===== src/rtl/pipe_hazard_ctrl.sv =====
// Front-end hazard controller: owns the fetch PC and IF/ID register, applies
// redirect/stall priority, drives the ID/EX bubble and keeps hazard statistics.
module pipe_hazard_ctrl #(
  parameter logic [31:0] RESET_PC  = 32'h0000_0000,
  parameter logic [31:0] NOP_INST  = 32'h0000_0013,
  parameter int unsigned CNT_W     = 16,
  parameter int unsigned MAX_STALL = 2
) (
  input  logic             clk,
  input  logic             rst,
  input  logic             stall,
  input  logic             redirect_valid,
  input  logic [31:0]      redirect_pc,
  input  logic [31:0]      inst_in,
  output logic [31:0]      pc_out,
  output logic [31:0]      if_id_pc,
  output logic [31:0]      if_id_inst,
  output logic             if_id_valid,
  output logic             id_ex_bubble,
  output logic [1:0]       hz_state,
  output logic [CNT_W-1:0] stall_cnt,
  output logic [CNT_W-1:0] flush_cnt,
  output logic             stall_err
);

  localparam int unsigned XLEN     = 32;
  localparam int unsigned CONSEC_W = 4;
  localparam logic [XLEN-1:0] PC_STEP = XLEN'(4);

  typedef struct packed {
    logic [XLEN-1:0] pc;
    logic [XLEN-1:0] inst;
    logic            valid;
  } if_id_t;

  typedef enum logic [1:0] {
    HZ_RUN   = 2'b00,
    HZ_HOLD  = 2'b01,
    HZ_FLUSH = 2'b10
  } hz_state_e;

  hz_state_e             state_q, state_d;
  if_id_t                if_id_q, if_id_d;
  logic [XLEN-1:0]       pc_q, pc_d;
  logic [CNT_W-1:0]      stall_cnt_q, stall_cnt_d;
  logic [CNT_W-1:0]      flush_cnt_q, flush_cnt_d;
  logic [CONSEC_W-1:0]   consec_q, consec_d;
  logic                  err_q, err_d;
  logic                  take_redirect;
  logic                  take_stall;

  // A redirect squashes any simultaneous stall request.
  assign take_redirect = redirect_valid;
  assign take_stall    = stall & ~redirect_valid;

  // Next-state and datapath selection; defaults describe a normal advance.
  always_comb begin
    state_d     = HZ_RUN;
    pc_d        = pc_q + PC_STEP;
    if_id_d     = '{pc: pc_q, inst: inst_in, valid: 1'b1};
    stall_cnt_d = stall_cnt_q;
    flush_cnt_d = flush_cnt_q;
    consec_d    = '0;
    err_d       = err_q;

    if (take_redirect) begin
      state_d = HZ_FLUSH;
      pc_d    = redirect_pc;
      if_id_d = '{pc: '0, inst: NOP_INST, valid: 1'b0};
      if (flush_cnt_q != '1) begin
        flush_cnt_d = flush_cnt_q + CNT_W'(1);
      end
    end else if (take_stall) begin
      state_d = HZ_HOLD;
      pc_d    = pc_q;
      if_id_d = if_id_q;
      if (stall_cnt_q != '1) begin
        stall_cnt_d = stall_cnt_q + CNT_W'(1);
      end
      consec_d = (consec_q == '1) ? consec_q : consec_q + CONSEC_W'(1);
      // Watchdog trips on the edge where the run length reaches the limit.
      if (XLEN'(consec_q) + XLEN'(1) >= XLEN'(MAX_STALL)) begin
        err_d = 1'b1;
      end
    end
  end

  always_ff @(posedge clk) begin
    if (rst) begin
      state_q     <= HZ_RUN;
      pc_q        <= RESET_PC;
      if_id_q     <= '{pc: '0, inst: NOP_INST, valid: 1'b0};
      stall_cnt_q <= '0;
      flush_cnt_q <= '0;
      consec_q    <= '0;
      err_q       <= 1'b0;
    end else begin
      state_q     <= state_d;
      pc_q        <= pc_d;
      if_id_q     <= if_id_d;
      stall_cnt_q <= stall_cnt_d;
      flush_cnt_q <= flush_cnt_d;
      consec_q    <= consec_d;
      err_q       <= err_d;
    end
  end

  // Bubble kills the instruction leaving ID this cycle; masked during reset.
  assign id_ex_bubble = ~rst & (stall | redirect_valid);

  assign pc_out      = pc_q;
  assign if_id_pc    = if_id_q.pc;
  assign if_id_inst  = if_id_q.inst;
  assign if_id_valid = if_id_q.valid;
  assign hz_state    = state_q;
  assign stall_cnt   = stall_cnt_q;
  assign flush_cnt   = flush_cnt_q;
  assign stall_err   = err_q;

endmodule


===== config.mk =====
export PLATFORM = sky130hd
export DESIGN_NAME = pipe_hazard_ctrl
export DESIGN_NICKNAME = d
export VERILOG_FILES = /design/src/rtl/pipe_hazard_ctrl.sv
export SDC_FILE = /design/constraint.sdc
export NUM_CORES = 1
export LEC_CHECK = 0
export BUFFER_PORTS_ARGS = -buffer_cell sky130_fd_sc_hd__buf_2
export CAP_MARGIN = 20
export CORE_UTILIZATION = 30
export DETAILED_ROUTE_END_ITERATION = 10
export PLACE_DENSITY = 0.63
export SYNTH_ARGS = -nofsm -noshare
export SYNTH_HDL_FRONTEND = slang
export SYNTH_SLANG_ARGS = --single-unit

===== constraint.sdc =====
create_clock -name clk -period 3 [get_ports clk]
set_input_delay 0.6 -clock clk [delete_from_list [all_inputs] [get_ports clk]]
set_output_delay 0.6 -clock clk [all_outputs]
set_load 0.005 [all_outputs]

==> flow_summary.yaml <==
sta:
  worstMarginPinSlew_ps: 883
  final.min_clock_period_ps: 2320
  skew_ps: 8.64
  finalHoldViolCount: 0
  max_freq_ghz: 0.431
  setup_tns_ps: 0
  drv_slew: 0
  rsz0062_at_grt: "no"
  final-setup-viol-count: 0
  whs_ps: 382
  slew-limit-headroom_pct: 40.6
  period_share_pct: 77.3
clock_tree:
  worstSkewPairLatency_ps: 420
  cts_tree: "built"
  h-tree-depth: 4
  clk_pin_slew_worst_paths_ps: 60
  clock-sinks: 136
  cts_buffer_depth: 2
  cts_hold_buf: 0
  cts_resized: 0
  cts_root_buffer: "clkbuf_16"
  cts_buffers: 17
  postCtsSetupBuffers: 0
route:
  wirelength_um: 17500
  post-route-drc-count: 0
  ant_nets: 0
  dr.pass1.iters: 5
  avgRoutedWirePerCell_um: 15.1
  drt_first_iter_violations: 318
  post_drt_via_cell_ratio: 5.00
  vias: 5799
global_routing:
  antenna_found_initial: 3
  grt_pass1_wl_um: 26700
  grt_pass1_vias: 5165
  grt_usage_pct: 16.5
  grt-ovfl-total: 0
  grt_max_degree: 80
power_and_ir_drop:
  cellPowerDensity_nw_per_um2: 545
  p_leak_nw: 3.55
  ir_drop_uv: 380
critical_path:
  cp.arrival_ps: 2620
  worst-path-stages: 4
  critPathKind: "flop to flop"
  r2r_cells: 4
  path_cells: "nand4_2 -> or4_1 -> or3_1 -> a2111oi_1"
  crit_fanout: 9
  slowest_delay_ps: 730
  worstSetupStartpointType: "flop"
  slowest_stage: "or4_1"
  critPathTopFamily: "simple AND/OR/NAND/NOR gates"
  crit_required_ps: 3300
  crit_buf_inv: 0
  cp-end-kind: "flop"
yosys:
  syn_area_sq_um: 6120
  synth_edf_count: 0
  yosysTopAreaCell: "dfxtp_1"
  synthDistinctLibCells: 54
  async_flop_share_pct: 0
  synthCells: 687
  yosys_warnings: 0
  yosysTopAreaCellShare_pct: 44.5
  yosysSeqAreaShare_pct: 44.5
  synth_top_flop_cell: "dfxtp_1"
  synth_seq_cells: 136
  syn-num-nets: 760
  avgSynthCellArea_sq_um: 8.91
  synthTopCellsByArea: "dfxtp_1 (44%), mux2i_1 (11%), nor2_1 (6.4%), nand2_1 (2.9%), a21oi_1 (2.9%)"
cells_and_area:
  design_area_sq_um: 8020
  synthToLayoutAreaGrowth_pct: 31.0
  drive_above_1_share_pct: 29.2
  final_net_count: 954
place:
  dp_hpwl_um: 12200
  dpl_cell_area_sq_um: 7430
  gp_congestion: 0.792
  io_buffers: 200
flow_run:
  maxCapViolations: 0
floorplan:
  die_x_um: 145
  fp.dieArea_sq_um: 21000
  io_pins: 201
  coreArea_sq_um: 19700
  rows: 51
  start_util_pct: 31.0
  die_h_um: 145
hold_path:
  hold_depth: 3
  hold_path.class: "primary input to flop"
status:
  status: "completed"
[cells in the final DEF (no fill, tap or decap), drive strengths merged, types with 8 or more instances in the layout]
cell / instances
or3: 8
inv: 13
nand2: 48
or4: 12
mux2i: 67
xor2: 8
mux2: 11
nor2b: 14
nor3: 10
a211oi: 11
nand4: 23
nand3: 25
clkbuf: 23
a21oi: 35
buf: 216
o21ai: 12
dfxtp: 136
and4: 11
nor2: 105
nor4: 14
[worst min-delay path, stage by stage]
cell and delay (ps):
buf_2 70, nand2_1 40, nand3_1 50
[final cells by class]
type                            count  area [sq um]
Inverter                           13          48.8
Clock buffer                       23           488
Fill cell                        2000         11700
Tap cell                          265           332
Multi-Input combinational cell    497          3190
Sequential cell                   136          2720
Timing Repair Buffer              216          1140
Antenna cell                        2          5.00
Clock inverter                      8          95.1
[cells by family (layout without fill, tap and decap cells)]
logic type                 count (synthesis)  in the layout  share of synthesized area (%)
other                                      0              2                              0
DFF                                      136            136                           44.5
buffers and inverters                     54            260                           3.35
xor gates and xnor gates                  13             13                           1.86
AOI/OAI and AO/OA                        107            107                           11.9
and+or+nand+nor                          294            294                           24.4
muxes                                     78             78                           13.0
adders and majority gates                  5              5                           1.02
[path summary, 6_finish.rpt]
path | startpoint | to | slack, ps
max | pc_out[10] | pc_out[26] | 680
min | redirect_pc[20] | pc_out[20] | 380
max reg2reg | pc_out[10] | pc_out[26] | 680
min reg2reg | if_id_valid | if_id_valid | 450
[power by group]
group / total [mW] / switching, mW / internal, mW
Sequential: 1.93 / 0.0670 / 1.87
Clock: 2.08 / 0.782 / 1.30
Combinational: 0.355 / 0.189 / 0.165
[metal layers]
| layer | vias up | GRT usage (%) | share of wire (%) |
|---|---|---|---|
| met4 | 4 | 5.93 | 1.1 |
| met3 | 18 | 6.15 | 7.8 |
| li1 | 2918 | - | - |
| met5 | - | 0 | 0.13 |
| met2 | 167 | 26.0 | 45 |
| met1 | 2692 | 20.6 | 46 |
[per-stage QoR]
stage / instances / power [mW] / utilization (%) / setup WS (ps)
2_1_floorplan: 687 / 2.15 / - / 382
3_3_place_gp: 1127 / 2.33 / 37.7 / 615
3_5_place_dp: 1127 / 2.33 / 37.7 / 561
4_1_cts: 1158 / 4.44 / 40.7 / 671
5_1_grt: 1158 / 4.56 / 40.7 / 585
6_report: 1160 / 4.37 / 40.7 / 682
[cells in the mapped netlist (2+ instances only)]
cell type and instances:
dfxtp_1 136, nor2_1 105, mux2i_1 67, nand2_1 48, a21oi_1 35, clkbuf_1 25, nand3_1 25, nand4_1 22
buf_1 14, nor2b_1 14, inv_1 13, nor4_1 13, o21ai_0 12, or4_1 12, a211oi_1 11, and4_1 11
mux2_2 11, nor3_1 10, or3_1 8, xor2_1 8, and3_1 7, o211ai_1 7, o31ai_1 7, nand3b_1 6
ha_1 5, nand4b_1 5, xnor2_1 5, a2111oi_0 4, a311oi_1 4, a221oi_1 3, a31oi_1 3, o2111ai_1 3
o31a_1 3, and2_1 2, buf_2 2, o41ai_1 2, or2_2 2
[state kept, by name, indices dropped and copies added, names as in the netlist]
signal,cells
if_id_inst,32
if_id_pc,32
pc_out,32
flush_cnt,16
stall_cnt,16
consec_q,4
hz_state,2
if_id_valid,1
stall_err,1
(Power assumes the default switching activity.)
